### config.mk
export PLATFORM = sky130hd
export DESIGN_NAME = lcd_hex_stream_flat
export DESIGN_NICKNAME = d
export VERILOG_FILES = /design/src/rtl/lcd_hex_stream_if.sv /design/src/rtl/lcd_hex_stream.sv /design/src/flat_wrapper.sv
export SDC_FILE = /design/constraint.sdc
export NUM_CORES = 1
export LEC_CHECK = 0
export CAP_MARGIN = 30
export CELL_PAD_IN_SITES_DETAIL_PLACEMENT = 1
export CELL_PAD_IN_SITES_GLOBAL_PLACEMENT = 1
export CORE_UTILIZATION = 40
export CTS_CLUSTER_DIAMETER = 50
export CTS_CLUSTER_SIZE = 16
export DETAILED_ROUTE_END_ITERATION = 8
export GPL_TIMING_DRIVEN = 0
export PLACE_DENSITY = 0.8
export SYNTH_ARGS = -nofsm -noshare
export SYNTH_HDL_FRONTEND = slang
export SYNTH_SLANG_ARGS = --single-unit
### constraint.sdc
create_clock -name clk -period 6.8 [get_ports clk]
set_clock_uncertainty 0.15 [all_clocks]
set_input_delay 1.36 -clock clk [delete_from_list [all_inputs] [get_ports clk]]
set_output_delay 1.36 -clock clk [all_outputs]
set_load 0.01 [all_outputs]
### src/rtl/lcd_hex_stream_if.sv
// lcd_hex_stream_if: start/data input and LCD transaction-layer handshakes for lcd_hex_stream
interface lcd_hex_stream_if #(parameter int NUM_BYTES = 3);
  logic start;
  logic data_valid;
  logic [8*NUM_BYTES-1:0] data_in;
  logic do_return_cursor_home;
  logic return_cursor_home_done;
  logic do_write_cmd;
  logic [7:0] cmd_to_write;
  logic send_cmd_done;
  logic do_write_data;
  logic [7:0] data_to_write;
  logic send_data_done;
  logic busy;
  logic done;
  modport master (
    input start, data_valid, data_in, return_cursor_home_done, send_cmd_done, send_data_done,
    output do_return_cursor_home, do_write_cmd, cmd_to_write, do_write_data, data_to_write, busy, done
  );
  modport slave (
    output start, data_valid, data_in, return_cursor_home_done, send_cmd_done, send_data_done,
    input do_return_cursor_home, do_write_cmd, cmd_to_write, do_write_data, data_to_write, busy, done
  );
endinterface

### src/rtl/lcd_hex_stream.sv
// lcd_hex_stream: homes the LCD, snapshots NUM_BYTES bytes and streams them as hex ASCII characters
module lcd_hex_stream #(
  parameter int NUM_BYTES = 3,
  parameter int LINE_CHARS = 16,
  parameter int TWO_LINE = 1,
  parameter int SPACED = 1,
  parameter int UPPERCASE = 1,
  parameter logic [7:0] LINE2_ADDR = 8'hC0
) (
  input logic clk,
  input logic reset,
  lcd_hex_stream_if.master bus
);
  localparam logic [3:0] IDLE = 4'd0, HOME = 4'd1, WAIT_DATA = 4'd2, LOAD = 4'd3, SEND = 4'd4,
                         GAP = 4'd5, LINE2 = 4'd6, GAP2 = 4'd7, FINISH = 4'd8;
  localparam int TOTAL = NUM_BYTES * (2 + SPACED) - SPACED;
  localparam int LIMIT = LINE_CHARS * (1 + TWO_LINE);
  localparam logic [7:0] NCH = 8'(TOTAL < LIMIT ? TOTAL : LIMIT);
  localparam logic [7:0] LC = 8'(LINE_CHARS);
  localparam logic [7:0] STRIDE = 8'(2 + SPACED);
  logic [3:0] state_q, state_d;
  logic home_q, home_d, cmd_q, cmd_d, wr_q, wr_d, done_q, done_d, pend_q, pend_d;
  logic [7:0] data_q, data_d, cmdb_q, cmdb_d, idx_q, idx_d;
  logic [8*NUM_BYTES-1:0] snap_q, snap_d, sh;
  logic [7:0] b, p, chr;
  logic [3:0] nib;
  logic restart;
  always_comb begin
    b = idx_q / STRIDE;
    p = idx_q % STRIDE;
    sh = snap_q << {b, 3'b000};
    nib = (p == 8'd0) ? sh[8*NUM_BYTES-1 -: 4] : sh[8*NUM_BYTES-5 -: 4];
    chr = (p == 8'd2) ? 8'h20 :
          (nib < 4'd10) ? 8'h30 + {4'h0, nib} : (UPPERCASE != 0 ? 8'h37 : 8'h57) + {4'h0, nib};
  end
  // a pending start is only honoured once the in-flight handshake has closed
  assign restart = (bus.start && (state_q == IDLE || state_q == WAIT_DATA || state_q == LOAD ||
                                  state_q == GAP || state_q == GAP2)) ||
                   (pend_q && (state_q == GAP || state_q == GAP2));
  always_comb begin
    state_d = state_q;
    home_d = home_q;
    cmd_d = cmd_q;
    wr_d = wr_q;
    done_d = 1'b0;
    pend_d = pend_q;
    data_d = data_q;
    cmdb_d = cmdb_q;
    idx_d = idx_q;
    snap_d = snap_q;
    case (state_q)
      HOME: if (bus.return_cursor_home_done) begin
        home_d = 1'b0;
        state_d = WAIT_DATA;
      end
      WAIT_DATA: if (bus.data_valid) begin
        snap_d = bus.data_in;
        idx_d = 8'd0;
        state_d = LOAD;
      end
      LOAD: begin
        data_d = chr;
        wr_d = 1'b1;
        state_d = SEND;
      end
      SEND: begin
        pend_d = pend_q | bus.start;
        if (bus.send_data_done) begin
          wr_d = 1'b0;
          idx_d = idx_q + 8'd1;
          state_d = GAP;
        end
      end
      GAP: if (idx_q == NCH) begin
        done_d = 1'b1;
        state_d = FINISH;
      end else if (TWO_LINE != 0 && idx_q == LC) begin
        cmdb_d = LINE2_ADDR;
        cmd_d = 1'b1;
        state_d = LINE2;
      end else state_d = LOAD;
      LINE2: begin
        pend_d = pend_q | bus.start;
        if (bus.send_cmd_done) begin
          cmd_d = 1'b0;
          state_d = GAP2;
        end
      end
      GAP2: state_d = LOAD;
      FINISH: state_d = IDLE;
      default: state_d = IDLE;
    endcase
    if (restart) begin
      state_d = HOME;
      home_d = 1'b1;
      cmd_d = 1'b0;
      wr_d = 1'b0;
      done_d = 1'b0;
      pend_d = 1'b0;
    end
  end
  always_ff @(posedge clk) begin
    if (reset) begin
      state_q <= IDLE;
      home_q <= 1'b0;
      cmd_q <= 1'b0;
      wr_q <= 1'b0;
      done_q <= 1'b0;
      pend_q <= 1'b0;
      data_q <= 8'h00;
      cmdb_q <= 8'h00;
      idx_q <= 8'd0;
      snap_q <= '0;
    end else begin
      state_q <= state_d;
      home_q <= home_d;
      cmd_q <= cmd_d;
      wr_q <= wr_d;
      done_q <= done_d;
      pend_q <= pend_d;
      data_q <= data_d;
      cmdb_q <= cmdb_d;
      idx_q <= idx_d;
      snap_q <= snap_d;
    end
  end
  assign bus.do_return_cursor_home = home_q;
  assign bus.do_write_cmd = cmd_q;
  assign bus.cmd_to_write = cmdb_q;
  assign bus.do_write_data = wr_q;
  assign bus.data_to_write = data_q;
  assign bus.busy = state_q != IDLE;
  assign bus.done = done_q;
endmodule

### src/flat_wrapper.sv
// flat-port wrapper written by rule: the top's interface ports become plain ports
module lcd_hex_stream_flat 
#(
  parameter int NUM_BYTES = 3,
  parameter int LINE_CHARS = 16,
  parameter int TWO_LINE = 1,
  parameter int SPACED = 1,
  parameter int UPPERCASE = 1,
  parameter logic [7:0] LINE2_ADDR = 8'hC0
)
  (clk, reset, bus_start, bus_data_valid, bus_data_in, bus_return_cursor_home_done, bus_send_cmd_done, bus_send_data_done, bus_do_return_cursor_home, bus_do_write_cmd, bus_cmd_to_write, bus_do_write_data, bus_data_to_write, bus_busy, bus_done);
  lcd_hex_stream_if #(.NUM_BYTES(NUM_BYTES)) bus_i ();
  input logic clk;
  input logic reset;
  input wire logic [$bits(bus_i.start)-1:0] bus_start;
  input wire logic [$bits(bus_i.data_valid)-1:0] bus_data_valid;
  input wire logic [$bits(bus_i.data_in)-1:0] bus_data_in;
  input wire logic [$bits(bus_i.return_cursor_home_done)-1:0] bus_return_cursor_home_done;
  input wire logic [$bits(bus_i.send_cmd_done)-1:0] bus_send_cmd_done;
  input wire logic [$bits(bus_i.send_data_done)-1:0] bus_send_data_done;
  output wire logic [$bits(bus_i.do_return_cursor_home)-1:0] bus_do_return_cursor_home;
  output wire logic [$bits(bus_i.do_write_cmd)-1:0] bus_do_write_cmd;
  output wire logic [$bits(bus_i.cmd_to_write)-1:0] bus_cmd_to_write;
  output wire logic [$bits(bus_i.do_write_data)-1:0] bus_do_write_data;
  output wire logic [$bits(bus_i.data_to_write)-1:0] bus_data_to_write;
  output wire logic [$bits(bus_i.busy)-1:0] bus_busy;
  output wire logic [$bits(bus_i.done)-1:0] bus_done;
  assign bus_i.start = bus_start;
  assign bus_i.data_valid = bus_data_valid;
  assign bus_i.data_in = bus_data_in;
  assign bus_i.return_cursor_home_done = bus_return_cursor_home_done;
  assign bus_i.send_cmd_done = bus_send_cmd_done;
  assign bus_i.send_data_done = bus_send_data_done;
  assign bus_do_return_cursor_home = bus_i.do_return_cursor_home;
  assign bus_do_write_cmd = bus_i.do_write_cmd;
  assign bus_cmd_to_write = bus_i.cmd_to_write;
  assign bus_do_write_data = bus_i.do_write_data;
  assign bus_data_to_write = bus_i.data_to_write;
  assign bus_busy = bus_i.busy;
  assign bus_done = bus_i.done;
  lcd_hex_stream #(.NUM_BYTES(NUM_BYTES), .LINE_CHARS(LINE_CHARS), .TWO_LINE(TWO_LINE), .SPACED(SPACED), .UPPERCASE(UPPERCASE), .LINE2_ADDR(LINE2_ADDR)) u_core (.clk(clk), .reset(reset), .bus(bus_i));
endmodule
Word-level counts from Yosys, hierarchy flattened
Index checks and enable logic that the tools add are counted.
- flip-flop bits (word level): 50
- bits in latches: 0
- bits in writable memories: 0
- memory bits (read-only): 0
- bits of input ports: 31
- word-level logic and storage cells: 92
- memories kept: 0
- $add $sub $neg: 3
- multipliers: 0
- div/mod/pow operators: 2
- magnitude comparators: 1
- equal/unequal tests: 20
- shift-type cells: 1
- muxes and demuxes: 24
- bitwise gates (word level): 3
- reductions and logical operators: 27
- operator list (cell ; number):
    $mux W8 ; 4
    $pmux W4 S7 ; 1
    $mux W4 ; 6
    $shl A24 B11 Y24 ; 1
    $eq A4 B3 Y1 const B ; 4
    $pmux W8 S2 ; 1
    $add A6 B4 Y7 const A ; 2
    $ne A2 B2 Y1 const B ; 6
    $ne A3 B2 Y1 const B ; 4
    $reduce_and A4 Y1 ; 3
    $reduce_bool A2 Y1 ; 5
    $mux W1 ; 9
    $add A8 B1 Y8 const B ; 1
    $div A8 B2 Y8 const B ; 1
    $eq A4 B2 Y1 const B ; 2
    $eq A8 B2 Y1 const B ; 1
    $eq A8 B4 Y1 const B ; 1
    $eq A8 B5 Y1 const B ; 1
    $logic_not A8 Y1 ; 1
    $mod A8 B2 Y8 const B ; 1
    $logic_or A1 B1 Y1 ; 6
    $reduce_and A2 Y1 ; 3
    $reduce_and A3 Y1 ; 2
    $eq A4 B1 Y1 const B ; 1
    other kinds (10) ; 14

Depth between registers and ports, before layout
- depth in word-level cells: 9
- mapped depth: 27
- mapped depth without buffers: 24

Worst setup path after synthesis
Ideal clock, no wire load.
- kind: register to register
- start point: register u_core.idx_q[4]
- end point: register u_core.data_q[1] (netlist: u_core.bus.data_to_write[1])
- setup time: 0.069 ns
- data arrival time: 5.116 ns
- required time: 6.581 ns
- setup slack: 1.466 ns
- stages on the path, launching flop included: 25
- buffers on the path: 3
- period minus slack after synthesis: 5.334 ns
- path through: dfxtp_1 buf_4 buf_2 a21oi_2 a2bb2oi_2 and2_1 inv_2 ha_1 clkbuf_1 or3_4 nor2_2 xnor2_1 ha_1 nor2_1 o21ai_0 o31ai_4 o21ai_4 mux2_4 or2_4 mux2i_1 nor3b_1 inv_1 ha_1 mux2_1 o21ai_1
- word-level cells in the longest chain between the ends: 6
- elaborated cells between the ends (all ways): 11
- classes of those cells: add/sub: 2; div: 2; order compare: 1; eq/ne: 1; shift: 1; mux: 3; reduce/logical: 1
- RTL lines (what ; line ; text):
    start: declaration ; lcd_hex_stream.sv:23 ; logic [7:0] data_q, data_d, cmdb_q, cmdb_d, idx_q, idx_d;
    start signal: assignment ; lcd_hex_stream.sv:123 ; idx_q <= idx_d;
    $div A8 B2 Y8 / $mod A8 B2 Y8 (equally long branches) ; lcd_hex_stream.sv:29, lcd_hex_stream.sv:30 ;
    $shl A24 B11 Y24 / $logic_not A8 Y1 (equally long branches) ; lcd_hex_stream.sv:31, lcd_hex_stream.sv:32 ;
    $mux W4 ; lcd_hex_stream.sv:32 ; nib = (p == 8'd0) ? sh[8*NUM_BYTES-1 -: 4] : sh[8*NUM_BYTES-5 -: 4];
    $add A6 B4 Y7 / $lt A4 B4 Y1 (equally long branches) ; lcd_hex_stream.sv:34 ; (nib < 4'd10) ? 8'h30 + {4'h0, nib} : (UPPERCASE != 0 ? 8'h37 : 8'h57) + {4'h0, nib};
    $mux W8 ; lcd_hex_stream.sv:34 ;
    $mux W8 * ; lcd_hex_stream.sv:33 ; chr = (p == 8'd2) ? 8'h20 :
    end signal: assignment ; lcd_hex_stream.sv:121 ; data_q <= data_d;
    end: declaration ; lcd_hex_stream.sv:23 ;
Every way passes the cells marked *; elsewhere a longest branch is shown, timed or not.
A chain may end at the register's enable or synchronous reset.

Worst setup path in the final report
- start point: register u_core.idx_q[2]
- end point: register u_core.data_q[1] (netlist: u_core.bus.data_to_write[1])
Same word-level chain as after synthesis.

==> flow_metrics.py <==
metrics = {
    "status": {
        "status": "finished, final reports clean",
    },
    "synth": {
        "yosys_warnings": 0,
        "async_reset_ff_share_pct": 0,
        "yosys.area.top_type_share_pct": 30.1,
        "synth.yosys.seq_area_share_pct": 30.1,
        "ys.flop_type": "dfxtp_1",
        "synth_edf_count": 0,
        "yosysTopAreaCell": "dfxtp_1",
        "syn_avg_cell_area_um2": 7.78,
        "ys_seq_elements": 49,
        "synth_top_cells_by_area": "dfxtp_1, nand2_1, a21oi_1",
        "synth_cells": 419,
        "synthesis.area_mm2": 0.00326,
        "synth.distinct_cells": 78,
    },
    "placed_design": {
        "dp_hpwl_um": 7350,
        "port_buffers": 43,
        "dp.cells": 570,
        "place_congestion": 0.821,
    },
    "worst_setup_path": {
        "endpoint_kind": "flip-flop",
        "setup.worst_path.start_class": "flip-flop",
        "reg2reg_depth": 25,
        "critPathMaxStageDelay_ps": 490,
        "crit_top_cell": "ha_1",
        "endpoint": "u_core.bus.data_to_write[1]$_SDFFE_PP0P_",
        "arrival_ps": 6100,
        "cp_data_required_time_ps": 6900,
        "timing.rr.end": "u_core.bus.data_to_write[1]$_SDFFE_PP0P_",
        "r2r_setup_slack_ps": 800,
        "cpMaxStageDelayCell": "or3_4",
        "r2r_start": "u_core.idx_q[2]$_SDFFE_PP0P_",
        "worstSetupPathType": "reg -> reg",
        "worst-path-buf-inv": 6,
        "cp_top_family": "simple AND/OR/NAND/NOR gates",
        "critPathMaxFanout": 10,
        "cp.depth": 25,
        "critPathLaunch": "u_core.idx_q[2]$_SDFFE_PP0P_",
    },
    "cts": {
        "clock_path_buffers": 2,
        "numCtsBuffers": 5,
        "cts-resized-gates": 0,
        "post_cts_buffers": 0,
        "holdBufCountCts": 0,
        "root_buffer": "clkbuf_8",
        "clk_pin_slew_ps": 100,
        "tritoncts": "built",
        "clk_latency_ps": 300,
        "cts_sinks": 49,
        "htreeDepth": 2,
    },
    "route": {
        "first_iter_violations": 84,
        "vias": 3208,
        "drt_first_pass_iters": 4,
        "via_per_inst": 5.55,
        "wire_per_inst_um": 16.2,
        "antenna_left": 0,
        "drt-total-wl_um": 9390,
        "drc_errors": 0,
    },
    "sta": {
        "finalSetupTns_ps": 0,
        "fin_crit_sh_pct": 88.2,
        "max_freq_mhz": 167,
        "hold_viol": 0,
        "slew_viol_final": 0,
        "relSlewSlack_pct": 30.4,
        "rsz0062_at_grt": "no",
        "setup_viol": 0,
        "fin_crit_ps": 6000,
        "tightestPinTransition_ps": 1020,
    },
    "die": {
        "dieArea_mm2": 0.00852,
        "num_rows": 32,
        "die-height_um": 92.3,
        "io_pins": 52,
        "core-area_mm2": 0.00781,
        "die_w_um": 92.3,
        "start_util_pct": 41.8,
    },
    "global_routing": {
        "globalRouteOverflowTotal": 0,
        "grt_antenna_before_repair": 0,
        "grt_max_degree": 16,
        "grt_pass1_vias": 3355,
        "grt_pass1_wl_um": 16100,
        "grt_usage_pct": 23.4,
    },
    "min_path": {
        "hold_path.class": "reg -> reg",
    },
    "power_and_ir_drop": {
        "p_per_area_mw_per_mm2": 138,
        "ir_worst_vdd_uv": 68.0,
        "p_leak_nw": 1.42,
    },
    "final_layout": {
        "final_cells": 578,
        "synthToLayoutAreaGrowth_pct": 20.5,
        "nets": 512,
        "n_fill_cell": 975,
        "antennaDiodeCount": 0,
        "layout-drive-gt1-share_pct": 10.3,
    },
    "job": {
        "drv_cap": 0,
    },
}
==> report_power, final <==
group | total, W | switching [W] | internal [W]
logic | 0.0000699 | 0.0000361 | 0.0000337
clock network | 0.000175 | 0.000102 | 0.0000736
registers | 0.000296 | 0.00000309 | 0.000293
total | 0.000541 | 0.000141 | 0.000400
==> cells by family (layout without fill, tap and decap cells) <==
logic type,after synthesis,after routing,share of synthesized area (%)
other cells,1,7,0.115
buf+inv,47,98,7.60
mux,8,8,2.84
compound gates,119,119,26.1
simple gates,177,177,27.5
flops,49,49,30.1
xor+xnor,12,12,3.45
fa+ha+maj,6,6,2.30
==> worst min path at each step <==
stage | from | endpoint | depth (start not counted)
final | u_core.bus.do_write_cmd$_SDFFE_PP0P_ | u_core.bus.do_write_cmd$_SDFFE_PP0P_ | 2
after global routing | u_core.bus.do_write_cmd$_SDFFE_PP0P_ | u_core.bus.do_write_cmd$_SDFFE_PP0P_ | 2
after CTS | u_core.snap_q[10]$_SDFFE_PP0P_ | u_core.snap_q[10]$_SDFFE_PP0P_ | 2
after detailed placement | u_core.bus.do_write_cmd$_SDFFE_PP0P_ | u_core.bus.do_write_cmd$_SDFFE_PP0P_ | 2
after global placement | u_core.bus.data_to_write[1]$_SDFFE_PP0P_ | u_core.bus.data_to_write[1]$_SDFFE_PP0P_ | 2
after floorplan | u_core.snap_q[20]$_SDFFE_PP0P_ | u_core.snap_q[20]$_SDFFE_PP0P_ | 2
==> final cells by class <==
type / count / area [µm²] / share of cell area, %
clock buffers: 6 / 72.6 / 1.85
inverters: 13 / 48.8 / 1.24
flip-flops and latches: 49 / 981 / 25.0
repair buffers: 43 / 430 / 11.0
well taps: 102 / 128 / 3.25
plain buffers: 34 / 199 / 5.07
clock inverters: 2 / 13.8 / 0.350
multi-input cells: 329 / 2050 / 52.3
==> routing by layer <==
layer | wire [µm] | up-vias | GRT usage [%] | part of all wire (%)
met5 | 0 | - | 0 | 0
met4 | 144 | 0 | 6.25 | 1.5
met3 | 254 | 15 | 3.23 | 2.7
met2 | 4790 | 52 | 42.8 | 51
met1 | 4200 | 1555 | 28.5 | 45
li1 | - | 1586 | - | -
==> tightest hold or removal path: cells and delay by family (launching register included) <==
family                 cells  cell delay, ps
AOI/OAI and AO/OA          1              50
buffers and inverters      1              50
DFF                        1             320
==> cells in the mapped netlist (all sizes together) (3+ instances only) <==
cell type	count
a211oi	4
a21boi	4
a21o	3
a21oi	43
a22oi	3
a311oi	6
a31oi	9
and2	3
and3	6
buf	18
clkbuf	16
dfxtp	49
ha	6
inv	12
mux2	4
mux2i	4
nand2	77
nand3	12
nand3b	5
nand4	3
nor2	27
nor2b	6
nor3	11
nor3b	3
o2111a	3
o21a	4
o21ai	18
o22ai	3
o2bb2ai	4
or2	4
or3	3
or3b	3
xnor2	4
xor2	8
==> through the flow <==
stage | hold WS (ps) | instance area, µm² | setup WS (ps) | power, W | utilization (%)
2_1_floorplan | 282 | 3280 | 1470 | 0.000339 | -
3_3_place_gp | 292 | 3840 | 909 | 0.000370 | 49.2
3_5_place_dp | 299 | 3840 | 759 | 0.000372 | 49.2
4_1_cts | 314 | 3930 | 740 | 0.000546 | 50.3
5_1_grt | 329 | 3930 | 365 | 0.000571 | 50.3
6_report | 310 | 3930 | 801 | 0.000541 | 50.3
==> state kept, by name, indices dropped and copies added, names as in the netlist, 4 cells and up <==
signal	cells
u_core.state_q	4
u_core.bus.data_to_write	7
u_core.idx_q	8
u_core.snap_q	24
==> cell usage in the layout, fill, tap and decap left out, types with 6 or more instances in the layout <==
cell and instances:
nand2_1 77, dfxtp_1 49, clkdlybuf4s50_1 43, a21oi_1 42, nor2_1 26, clkbuf_1 17, o21ai_0 15, nand3_1 11
buf_4 10, nor3_1 10, inv_1 10, a31oi_1 9, xor2_1 7, conb_1 7, nor2b_1 6, and3_1 6
ha_1 6
(Power assumes the default switching activity.)
